**src/rtl/clk_sched_pkg.sv**
```systemverilog
// clk_sched_pkg
// Shared definitions for the clock-waveform scheduler.
//   state_t      : scheduler FSM states (2-bit encoding)
//   DEF_CNT_W    : default width of phase-length config and phase counter
//   DEF_BURST_W  : default width of burst length and period counter
package clk_sched_pkg;

   typedef enum logic [1:0] {
      IDLE = 2'd0,
      HIGH = 2'd1,
      LOW  = 2'd2
   } state_t;

   localparam int DEF_CNT_W   = 8;
   localparam int DEF_BURST_W = 8;

endpackage

```
**src/rtl/clk_sched_cfg_shadow.sv**
```systemverilog
// clk_sched_cfg_shadow
// Holds the shadow (written) and active (in use) phase-length configuration.
// A write always lands in the shadow. The active copy only changes on an
// apply strobe from the FSM, so a running period never sees a half-changed
// configuration.
// Ports:
//   clk, rst           : system clock, asynchronous active-low reset
//   cfg_wr             : one-cycle write pulse for cfg_high/cfg_low
//   cfg_high, cfg_low  : phase lengths minus 1
//   apply              : FSM strobe, copy a pending shadow into the active copy
//   act_high, act_low  : active phase lengths minus 1
//   cfg_pending        : shadow holds a value not yet made active
module clk_sched_cfg_shadow
   import clk_sched_pkg::*;
#(
   parameter int CNT_W = DEF_CNT_W
) (
   input  logic             clk,
   input  logic             rst,
   input  logic             cfg_wr,
   input  logic [CNT_W-1:0] cfg_high,
   input  logic [CNT_W-1:0] cfg_low,
   input  logic             apply,
   output logic [CNT_W-1:0] act_high,
   output logic [CNT_W-1:0] act_low,
   output logic             cfg_pending
);

   logic [CNT_W-1:0] sh_high;
   logic [CNT_W-1:0] sh_low;

   // On an apply edge the previous shadow moves to active first. A write on
   // the same edge then refills the shadow and keeps cfg_pending set, so the
   // newer value waits for the following boundary.
   always_ff @(posedge clk or negedge rst) begin
      if (!rst) begin
         sh_high     <= '0;
         sh_low      <= '0;
         act_high    <= '0;
         act_low     <= '0;
         cfg_pending <= 1'b0;
      end else begin
         if (apply && cfg_pending) begin
            act_high <= sh_high;
            act_low  <= sh_low;
         end
         if (cfg_wr) begin
            sh_high     <= cfg_high;
            sh_low      <= cfg_low;
            cfg_pending <= 1'b1;
         end else if (apply) begin
            cfg_pending <= 1'b0;
         end
      end
   end

endmodule

```
**src/rtl/clk_sched_ctrl.sv**
```systemverilog
// clk_sched_ctrl
// Programmable clock-waveform scheduler. Produces a registered divided clock
// with independently set high/low phase lengths. It runs either free-running
// or for a burst of N periods, and supports a graceful stop that always
// finishes the current period.
// Ports:
//   clk, rst           : system clock, asynchronous active-low reset
//   cfg_wr             : write cfg_high/cfg_low into the shadow config
//   cfg_high, cfg_low  : high/low phase length minus 1, in clk cycles
//   start              : begin generation (honoured in IDLE only)
//   burst_len          : periods to emit, sampled with start; 0 = free-run
//   stop               : request a graceful stop
//   clk_out            : generated clock (registered)
//   rise               : pulse in the first high cycle of each period
//   done               : pulse on return to IDLE after generation
//   busy               : generator active
//   cfg_pending        : shadow config not yet applied
module clk_sched_ctrl
   import clk_sched_pkg::*;
#(
   parameter int CNT_W   = DEF_CNT_W,
   parameter int BURST_W = DEF_BURST_W
) (
   input  logic               clk,
   input  logic               rst,
   input  logic               cfg_wr,
   input  logic [CNT_W-1:0]   cfg_high,
   input  logic [CNT_W-1:0]   cfg_low,
   input  logic               start,
   input  logic [BURST_W-1:0] burst_len,
   input  logic               stop,
   output logic               clk_out,
   output logic               rise,
   output logic               done,
   output logic               busy,
   output logic               cfg_pending
);

   state_t             state, state_n;
   logic [CNT_W-1:0]   cnt, cnt_n;
   logic [BURST_W-1:0] per_cnt, per_n, per_inc;
   logic [BURST_W-1:0] burst_q, burst_n;
   logic               stop_req, stop_n;
   logic               clk_out_n, rise_n, done_n;
   logic               apply;
   logic [CNT_W-1:0]   act_high, act_low;

   clk_sched_cfg_shadow #(
      .CNT_W (CNT_W)
   ) u_shadow (
      .clk         (clk),
      .rst         (rst),
      .cfg_wr      (cfg_wr),
      .cfg_high    (cfg_high),
      .cfg_low     (cfg_low),
      .apply       (apply),
      .act_high    (act_high),
      .act_low     (act_low),
      .cfg_pending (cfg_pending)
   );

   assign per_inc = per_cnt + 1'b1;

   // Next-state logic. All outputs are registered, so this block computes
   // their values for the cycle after the coming edge. The shadow is applied
   // on every IDLE edge, which also covers the start edge. It is applied
   // again on each LOW->HIGH boundary so a period always uses one frozen
   // configuration. A stop seen in the final LOW cycle still counts, because
   // the period is complete at that edge anyway.
   always_comb begin
      state_n   = state;
      cnt_n     = cnt;
      per_n     = per_cnt;
      burst_n   = burst_q;
      stop_n    = stop_req | stop;
      clk_out_n = 1'b0;
      rise_n    = 1'b0;
      done_n    = 1'b0;
      apply     = 1'b0;
      case (state)
         IDLE: begin
            apply  = 1'b1;
            stop_n = 1'b0;
            if (start && !stop) begin
               state_n   = HIGH;
               cnt_n     = '0;
               per_n     = '0;
               burst_n   = burst_len;
               clk_out_n = 1'b1;
               rise_n    = 1'b1;
            end
         end
         HIGH: begin
            clk_out_n = 1'b1;
            if (cnt == act_high) begin
               state_n   = LOW;
               cnt_n     = '0;
               clk_out_n = 1'b0;
            end else begin
               cnt_n = cnt + 1'b1;
            end
         end
         LOW: begin
            if (cnt == act_low) begin
               cnt_n = '0;
               per_n = per_inc;
               if (stop_n || ((burst_q != '0) && (per_inc == burst_q))) begin
                  state_n = IDLE;
                  done_n  = 1'b1;
                  stop_n  = 1'b0;
               end else begin
                  state_n   = HIGH;
                  clk_out_n = 1'b1;
                  rise_n    = 1'b1;
                  apply     = 1'b1;
               end
            end else begin
               cnt_n = cnt + 1'b1;
            end
         end
         default: begin
            state_n = IDLE;
            stop_n  = 1'b0;
         end
      endcase
   end

   // State, counter and output registers. busy is registered alongside the
   // state so that it always tracks the state exactly.
   always_ff @(posedge clk or negedge rst) begin
      if (!rst) begin
         state    <= IDLE;
         cnt      <= '0;
         per_cnt  <= '0;
         burst_q  <= '0;
         stop_req <= 1'b0;
         clk_out  <= 1'b0;
         rise     <= 1'b0;
         done     <= 1'b0;
         busy     <= 1'b0;
      end else begin
         state    <= state_n;
         cnt      <= cnt_n;
         per_cnt  <= per_n;
         burst_q  <= burst_n;
         stop_req <= stop_n;
         clk_out  <= clk_out_n;
         rise     <= rise_n;
         done     <= done_n;
         busy     <= (state_n != IDLE);
      end
   end

endmodule

```
**config.mk**
```make
export PLATFORM = sky130hd
export DESIGN_NAME = clk_sched_ctrl
export DESIGN_NICKNAME = d
export VERILOG_FILES = /design/src/rtl/clk_sched_pkg.sv /design/src/rtl/clk_sched_cfg_shadow.sv /design/src/rtl/clk_sched_ctrl.sv
export SDC_FILE = /design/constraint.sdc
export NUM_CORES = 1
export LEC_CHECK = 0
export BUFFER_PORTS_ARGS = -buffer_cell sky130_fd_sc_hd__buf_2
export CAP_MARGIN = 20
export CORE_AREA = 3 3 90 92
export DETAILED_ROUTE_END_ITERATION = 10
export DIE_AREA = 0 0 93 95
export SLEW_MARGIN = 25
export SYNTH_ARGS = -nofsm -noshare
export SYNTH_HDL_FRONTEND = slang
export SYNTH_HIERARCHICAL = 1
export SYNTH_SLANG_ARGS = --single-unit
export TNS_END_PERCENT = 1
```
**constraint.sdc**
```tcl
create_clock -name clk -period 3.35 [get_ports clk]
set_input_delay 0.67 -clock clk [delete_from_list [all_inputs] [get_ports clk]]
set_output_delay 0.67 -clock clk [all_outputs]
set_load 0.01 [all_outputs]
```
# Word-level counts from Yosys, hierarchy flattened
# Cells that the tools add are included.
# totals
input_bits	29
elab_cells	64
output_inout_bits	5
reg_bits	64
# op_classes
n_bitwise	1
eq_ne	7
mux	26
addsub	2
n_reduce_logical	14
# ops
op	n
$mux 8	4
$eq 8x8->1	3
$pmux 8 s3	1
$add 8x1->8 const B	2
$pmux 8 s2	1
$mux 1	12
$reduce_bool 8->1	1
$mux 2	3
$pmux 1 s2	3
$pmux 2 s3	1
$reduce_bool 2->1	3
$ne 2x2->1 const B	2
$reduce_and 2->1	2
$logic_and 1x1->1	3
$pmux 1 s3	1
$reduce_and 3->1	1
$reduce_bool 3->1	1
$eq 2x1->1 const B	1
$eq 2x2->1 const B	1
$logic_not 2->1	1
$logic_not 1->1	1
$logic_or 1x1->1	1
$or 1x1->1	1

# Longest topological paths before layout
# Gate-level depths: netlist of run 1.
# logic_depth
ltp_word	9
ltp_mapped	9
ltp_nobuf	8

# Modules after synthesis
# Netlist of run 1, hierarchy kept.
# by_module_without_submodules
module	cells_each	n_inst	area_each_um2	seq_area_each_um2
clk_sched_ctrl	203	1	1928.1	775.7
clk_sched_cfg_shadow	71	1	1286.2	825.8

# Least setup slack after synthesis of run 1
# OpenSTA, ideal clock, no wires.
# synth_path
path_type	register -> register
startpoint	register per_cnt[0]
endpoint	register u_shadow.act_high[0]
stages_incl_launch_ff	10
slack_ns	0.811
synth_period_minus_slack_ns	2.539
n_path_buf	1
setup_ns	0.125
t_arrival_ns	2.414
t_required_ns	3.225
path_cell_list	dfrtp_1 -> ha_1 -> nand3_2 -> or3_1 -> a22o_1 -> nor4_4 -> o21bai_1 -> nand2_4 -> buf_12 -> mux2_4
# synth_via
elab_chain_cells	8
# synth_rtl
element	line	source
start: declaration	clk_sched_ctrl.sv:41	logic [BURST_W-1:0] per_cnt, per_n, per_inc;
start signal: assignment	clk_sched_ctrl.sv:144	per_cnt <= per_n;
$add 8x1->8	clk_sched_ctrl.sv:62	assign per_inc = per_cnt + 1'b1;
$eq 8x8->1	clk_sched_ctrl.sv:107	if (stop_n || ((burst_q != '0) && (per_inc == burst_q))) begin
$logic_and 1x1->1	clk_sched_ctrl.sv:107	
$logic_or 1x1->1	clk_sched_ctrl.sv:107	
$mux 1	clk_sched_ctrl.sv:107	
$mux 1	clk_sched_ctrl.sv:104	if (cnt == act_low) begin
$pmux 1 s2	clk_sched_ctrl.sv:80	case (state)
net apply	clk_sched_ctrl.sv:45	logic apply;
$logic_and 1x1->1	clk_sched_cfg_shadow.sv:43	if (apply && cfg_pending) begin
end signal: assignment	clk_sched_cfg_shadow.sv:44	act_high <= sh_high;
end: declaration	clk_sched_cfg_shadow.sv:24	output logic [CNT_W-1:0] act_high,
# The timed path passes the listed nets, and every way through them passes these cells.
# A chain may end at the register's enable or synchronous reset.

# Worst setup path in the final report of run 1
# layout_path
startpoint	register per_cnt[0]
endpoint	register u_shadow.act_high[5]
# Same word-level chain as after synthesis.

==> key figures, run 1 <==
Route
  – Vias per inst: 5.00
  – Routed wire length per instance: 14.3 um
  – Overall via count from detail_route: 2,077
  – Final routed DRC violation total: 0
  – First-pass detailed-route iteration total: 4
  – Antenna Nets Post-Route: 0
  – Initial DRC Count: 83
  – Final routed wirelength across all metal layers: 5950 um

Final layout
  – Share of post-route cells with drive strength above 1: 30.7%
  – Count of fill cells added during filler insertion: 692
  – Layout Area Growth over Synthesis: 14.5%
  – Count of inserted antenna diode cells: 0
  – Number of nets in the layout: 346
  – Final non-filler cell area: ~3700 um2

Global routing
  – Number of antenna violations at the first check in global routing: 0
  – Total Routing Usage GR: 15.0%
  – Total gr overflow: 0
  – Pin count of the biggest net entering global routing: 25
  – First-pass GRT wire length: 10,100 um
  – Vias in the first global route: 2,078

Synth
  – Part of the Yosys area used for sequential elements: between 40% and 50%
  – Prevailing post-synth register cell: sky130_fd_sc_hd__dfrtp_1
  – Total standard cell area after synthesis: about 3200 um2
  – Net count of the mapped netlist: approximately 310
  – Synth area leaders: sky130_fd_sc_hd__dfrtp_1 50%, sky130_fd_sc_hd__mux2_2 7.7%, sky130_fd_sc_hd__xnor2_1 4.9%
  – Flip-flop and latch count after synthesis: 64
  – Cell type with the highest aggregate area in the netlist: sky130_fd_sc_hd__dfrtp_1
  – Post-Synthesis Cells: 274
  – Syn. warnings: 6
  – Yosys top cell area share: 49.8%
  – Fraction of registers with async set/reset: 100%
  – Avg Cell Area, Syn: 11.7 um2
  – Post-synth EDFFs: 0
  – Number of distinct library cell variants in the gate-level netlist after synthesis: 54

Worst setup path
  – Reg2reg path depth: 8
  – Kind of launch point of the worst setup path: register
  – CP Capture Type: register
  – Arrival time of the worst setup path: 3.04 ns
  – Biggest fanout along the worst timing path: 16
  – Category of the critical setup timing path: register to register
  – Worst EP required: 3.59 ns

Floorplanning
  – Floorplan Core Area: 7290 um2
  – Number of placement rows: 31
  – Initial core utilization: 44.1%
  – Top-level port count: 34
  – Die extent in y: 95 um
  – Die outline area: 8840 um2
  – Die Wd: 93 um

Clocking
  – Clock H-tree levels: 3
  – Clock buffer depth: 2
  – Post-cts hold buffer count: 0
  – Clk Tree Root Cell: sky130_fd_sc_hd__clkbuf_8
  – Clock tree from TritonCTS: yes
  – Post_cts resized: 0
  – Number of buffers inserted by post-CTS setup repair: 0
  – Num Clock Sinks: 64
  – Worst-skew pair later-pin latency: 0.35 ns
  – Number of buffers added by the clock tree synthesis step: 9
  – Worst-path clk slew: about 0.070 ns

Outcome
  – Status: complete, no violations

Placed design
  – Half-perimeter wire length of the detailed placement result: 4280 um
  – Final RePlAce weighted congestion: 0.759
  – Count of input and output buffers: 33
  – Post-detailed-placement cell area: 3450 um2

Job
  – Max-cap viol count: 0

STA
  – Worst Tran Pin Value: 0.872 ns
  – Number of failing hold endpoints at the final stage: 0
  – Setup violations, final: 0
  – Total count of max-transition violations in the final report: 0
  – Setup repair after global routing missed its margin: false
  – Final period demand of the worst path: 2.80 ns
  – Headroom to the max-slew limit: 40.4%
  – Final cycle utilization of the critical path: 83.6%
  – Setup total negative slack: 0 ns
  – F_max: 0.357 GHz
  – Largest clock skew in the final design: 0.0110 ns
  – Worst Hold Margin: 0.298 ns

Pwr
  – Cell area power density: 729 nW/um2
  – Static leakage: 1.68 nW
  – Max IR drop VDD: approximately 0.35 mV

Worst hold path
  – Class of the most critical hold timing path: input pin to asynchronous set/reset pin
-- power by group --
group | internal [mW] | total [mW] | switching (mW)
Combinational | 0.410 | 0.785 | 0.375
Clock | 0.441 | 0.765 | 0.324
Sequential | 0.968 | 1.13 | 0.166
Total | 1.82 | 2.68 | 0.865
-- per-layer routing --
metal / vias up / wire, um / GRT usage [%]
met5: - / 0 / 0
met4: 0 / 126 / 6.35
met3: 11 / 287 / 6.29
met2: 38 / 2690 / 22.9
met1: 988 / 2850 / 18.8
li1: 1040 / - / -
-- cells by family after synthesis --
logic type	share of synthesized area [%]
AOI/OAI and AO/OA	9.69
and+or+nand+nor	13.5
adders and majority gates	2.34
DFF	49.8
xor gates and xnor gates	9.23
muxes	12.4
buffers and inverters	3.04
-- placed cells by master (no fill, tap or decap), drive strengths merged, types with 4 or more instances in the layout --
cell     n
a21oi    8
a22o     5
a31oi    4
buf     35
clkbuf  10
dfrtp   64
ha       6
inv      8
mux2    32
nand2   35
nand3    8
nor2     6
nor3     4
nor4     4
o21ai   10
or2      4
xnor2   18
xor2    15
-- stage by stage --
| step | setup WS [ns] | instances | power [mW] | util, % |
|---|---|---|---|---|
| 6_report | 0.550 | 415 | 2.68 | 50.5 |
| 5_1_grt | 0.303 | 415 | 2.86 | 50.5 |
| 4_1_cts | 0.527 | 415 | 2.72 | 50.5 |
| 3_5_place_dp | 0.545 | 399 | 1.94 | 47.3 |
| 3_3_place_gp | 0.605 | 399 | 1.92 | 47.3 |
| 2_1_floorplan | 0.811 | 274 | 1.77 | - |
-- state kept, by name, summed over array words and instances, names as in the netlist --
name                  count
burst_q                   8
busy                      1
clk_out                   1
cnt                       8
done                      1
per_cnt                   8
rise                      1
state                     2
stop_req                  1
u_shadow/act_high         8
u_shadow/act_low          8
u_shadow/cfg_pending      1
u_shadow/sh_high          8
u_shadow/sh_low           8
-- cell usage after synthesis (2+ instances only) --
master                      instances
sky130_fd_sc_hd__a21oi_1            8
sky130_fd_sc_hd__o21ai_0            7
sky130_fd_sc_hd__a2111oi_0          2
sky130_fd_sc_hd__xor2_1            14
sky130_fd_sc_hd__nand2_1           34
sky130_fd_sc_hd__a22o_1             5
sky130_fd_sc_hd__nand4_1            3
sky130_fd_sc_hd__or2_2              4
sky130_fd_sc_hd__dfrtp_1           64
sky130_fd_sc_hd__nand3b_1           2
sky130_fd_sc_hd__or3_1              2
sky130_fd_sc_hd__a31oi_1            4
sky130_fd_sc_hd__buf_2              5
sky130_fd_sc_hd__inv_1              7
sky130_fd_sc_hd__ha_1               6
sky130_fd_sc_hd__nor3_1             4
sky130_fd_sc_hd__nor4_4             2
sky130_fd_sc_hd__o211ai_1           3
sky130_fd_sc_hd__nand3_1            7
sky130_fd_sc_hd__mux2_2            22
sky130_fd_sc_hd__o21bai_1           2
sky130_fd_sc_hd__nor2_1             6
sky130_fd_sc_hd__mux2_4            10
sky130_fd_sc_hd__and2_1             2
sky130_fd_sc_hd__o21ai_1            3
sky130_fd_sc_hd__xnor2_1           18
-- worst paths after layout --
check	startpoint	end	slack, ns
min in group clk	u_shadow/sh_high[0]	u_shadow/act_high[0]	0.50
max	per_cnt[0]	u_shadow/act_high[5]	0.55
min	rst	burst_q[2]	0.30
min reg2reg	u_shadow/sh_high[0]	u_shadow/act_high[0]	0.50
max reg2reg	per_cnt[0]	u_shadow/act_high[5]	0.55
max in group asynchronous	rst	u_shadow/act_low[0]	2.34
-- critical path, cell delays in order (launching register included) --
cell and delay [ns]:
sky130_fd_sc_hd__dfrtp_1 0.46, sky130_fd_sc_hd__ha_1 0.27, sky130_fd_sc_hd__nand3_2 0.15, sky130_fd_sc_hd__or3_1 0.37, sky130_fd_sc_hd__a22o_1 0.25, sky130_fd_sc_hd__nor4_4 0.35
sky130_fd_sc_hd__o21bai_1 0.20, sky130_fd_sc_hd__nand2_4 0.26, sky130_fd_sc_hd__mux2_2 0.37
-- final cells by class --
cell class	count	area, um2	share of cell area, %
clock buffer	10	138	3.74
tap	99	124	3.37
sequential	64	1600	43.5
clock inverter	6	91.3	2.48
inverter	8	30.0	0.816
multi-input combinational	193	1520	41.2
timing repair buffer	35	180	4.90
Power figures use the tool's default switching activity.
==> inputs of run 2 (changes only) <==
==> constraint.sdc (replaced) <==
create_clock -name clk -period 2.7 [get_ports clk]
set_input_delay 0.54 -clock clk [delete_from_list [all_inputs] [get_ports clk]]
set_output_delay 0.54 -clock clk [all_outputs]
set_load 0.01 [all_outputs]
==> key figures, run 2 (synthesis results as in run 1) <==
Route
  – Antenna Nets Post-Route: 0 (unchanged)
  – Final routed wirelength across all metal layers: 6100 um (+2.6%)
  – Overall via count from detail_route: 2,145 (+3.3%)
  – Initial DRC Count: 66 (-20%)
  – Final routed DRC violation total: 0 (unchanged)
  – Vias per inst: 5.11 (+2.0%)
  – Routed wire length per instance: 14.5 um (+1.4%)
  – First-pass detailed-route iteration total: 4 (unchanged)

STA
  – F_max: 0.395 GHz (+10%)
  – Final cycle utilization of the critical path: 93.8% (+10 points)
  – Number of failing hold endpoints at the final stage: 0 (unchanged)
  – Headroom to the max-slew limit: 50.9% (+10 points)
  – Total count of max-transition violations in the final report: 0 (unchanged)
  – Setup total negative slack: 0 ns (unchanged)
  – Largest clock skew in the final design: 0.00854 ns (-0.00245 ns)
  – Setup repair after global routing missed its margin: false
  – Final period demand of the worst path: 2.53 ns (-0.266 ns)
  – Worst Tran Pin Value: 0.719 ns (-0.154 ns)
  – Setup violations, final: 0 (unchanged)

Final layout
  – Final non-filler cell area: 3740 um2 (+1.7%)
  – Number of nets in the layout: 351 (+1.4%)
  – Count of inserted antenna diode cells: 0 (unchanged)
  – Layout Area Growth over Synthesis: 16.4%
  – Share of post-route cells with drive strength above 1: 32.1% (+1.4 points)
  – Commonest non-fill, non-tap cell in the layout: sky130_fd_sc_hd__dfrtp_1
  – Leading cell types in the layout, fill and taps excluded: 64 x sky130_fd_sc_hd__dfrtp_1, 34 x sky130_fd_sc_hd__nand2_1, 33 x sky130_fd_sc_hd__buf_2, 22 x sky130_fd_sc_hd__mux2_2, 18 x sky130_fd_sc_hd__xnor2_1

Worst setup path
  – Arrival time of the worst setup path: 2.75 ns (-0.29 ns)
  – Worst EP required: 2.92 ns (-0.67 ns)
  – CP Capture Type: register
  – Biggest fanout along the worst timing path: 16 (unchanged)
  – Kind of launch point of the worst setup path: register
  – Category of the critical setup timing path: register to register

Pwr
  – Power share of the sequential group: 42.2% (about the same)
  – Clock share of power: 27.6% (-0.9 points)
  – Max IR drop VDD: 0.467 mV (+32%)
  – Internal Pwr Total: 2.26 mW (+25%)
  – Fraction of power spent switching nets: 32.2% (about the same)
  – Static leakage: 1.71 nW (+2.0%)
  – Combinational power share: 30.2% (+1.0 points)
  – Cell area power density: 892 nW/um2 (+22%)
  – Switch Pwr: 1.08 mW (+24%)

Floorplanning
  – Die outline area: 8840 um2 (unchanged)
  – Initial core utilization: 44.1% (unchanged)
  – Die Wd: 93 um (unchanged)
  – Number of placement rows: 31 (unchanged)
  – Top-level port count: 34 (unchanged)
  – Floorplan Core Area: 7290 um2 (unchanged)
  – Die extent in y: 95 um (unchanged)

Clocking
  – Post-cts hold buffer count: 0 (unchanged)
  – Worst-path clk slew: 0.07 ns (about the same)
  – Clk Tree Root Cell: sky130_fd_sc_hd__clkbuf_8
  – Clock tree from TritonCTS: yes
  – Clock H-tree levels: 3 (unchanged)
  – Number of buffers added by the clock tree synthesis step: 9 (unchanged)
  – Clock buffer depth: 2 (unchanged)
  – Worst-skew pair later-pin latency: 0.34 ns (about the same)
  – Num Clock Sinks: 64 (unchanged)

Placed design
  – Count of input and output buffers: 33 (unchanged)
  – Post-detailed-placement cell area: 3500 um2 (+1.5%)
  – Half-perimeter wire length of the detailed placement result: 4400 um (+2.8%)
  – Final RePlAce weighted congestion: 0.831 (+9.5%)

Global routing
  – Total Routing Usage GR: 15.5% (+0.49 points)
  – Pin count of the biggest net entering global routing: 38 (+52%)
  – First-pass GRT wire length: 10,600 um (+4.9%)
  – Vias in the first global route: 2,202 (+6.0%)
  – Number of antenna violations at the first check in global routing: 0 (unchanged)
  – Total gr overflow: 0 (unchanged)

Worst hold path
  – Class of the most critical hold timing path: input pin to asynchronous set/reset pin

Outcome
  – Status: complete, no violations

Job
  – Max-cap viol count: 0 (unchanged)
## run 2: per-stage QoR
step	worst slack, ns	cells	hold slack [ns]	power (mW)	util, %
floorplan	0.161	274	0.244	2.20	-
global placement	0.225	404	0.490	2.40	48.0
detailed placement	0.145	404	0.491	2.43	48.0
CTS	0.115	420	0.241	3.38	51.2
global route	0.0209	420	0.283	3.58	51.3
finish	0.166	420	0.238	3.34	51.3
## run 2: worst max-delay path, stage by stage (launching register included)
cell and delay (ns):
sky130_fd_sc_hd__dfrtp_1 0.41, sky130_fd_sc_hd__ha_2 0.25, sky130_fd_sc_hd__nand3_2 0.07, sky130_fd_sc_hd__or3_1 0.36, sky130_fd_sc_hd__a22o_1 0.25, sky130_fd_sc_hd__nor4_4 0.25, sky130_fd_sc_hd__o21bai_1 0.18, sky130_fd_sc_hd__nand2_4 0.28
sky130_fd_sc_hd__mux2_2 0.37
## run 2: timing repair
item / 4_1_cts / 5_1_grt
setup buffers: 0 / 0
setup endpoints to repair: 0 / 16
hold endpoints to repair: 0 / 0
gates resized for setup: 0 / 2
## run 2: worst paths after layout
check | start | to | slack (ns) | cells past startpoint
max | per_cnt[1] | u_shadow/act_high[6] | 0.17 | 8
min | rst | burst_q[2] | 0.24 | 1
max reg2reg | per_cnt[1] | u_shadow/act_high[6] | 0.17 | 8
min reg2reg | u_shadow/sh_high[1] | u_shadow/act_high[1] | 0.50 | 1
max in group asynchronous | rst | u_shadow/sh_high[1] | 1.84 | 2
min in group clk | burst_len[4] | burst_q[4] | 0.40 | 3
## run 2: layout make-up
class                   instances  area (um2)
flip-flops and latches         64        1600
well taps                      99         124
repair buffers                 40         230
multi-input cells             193        1530
inverters                       8        30.0
clock buffers                  10         138
clock inverters                 6        92.6
fillers                       689        3550
## run 2: metal layers
| layer | track usage, % | part of all wire (%) |
|---|---|---|
| met1 | 20.1 | 46 |
| met2 | 24.8 | 49 |
| met3 | 4.46 | 4.4 |
| met4 | 5.62 | 1.3 |
| met5 | 0 | 0 |
## run 2: power groups by stage
stage / Sequential [mW] / Clock (mW) / Combinational [mW]
6_report: 1.41 / 0.923 / 1.01
5_1_grt: 1.45 / 1.00 / 1.13
4_1_cts: 1.42 / 0.953 / 1.01
3_5_place_dp: 1.43 / 0 / 1.00
3_3_place_gp: 1.43 / 0 / 0.975
2_1_floorplan: 1.38 / 0 / 0.820
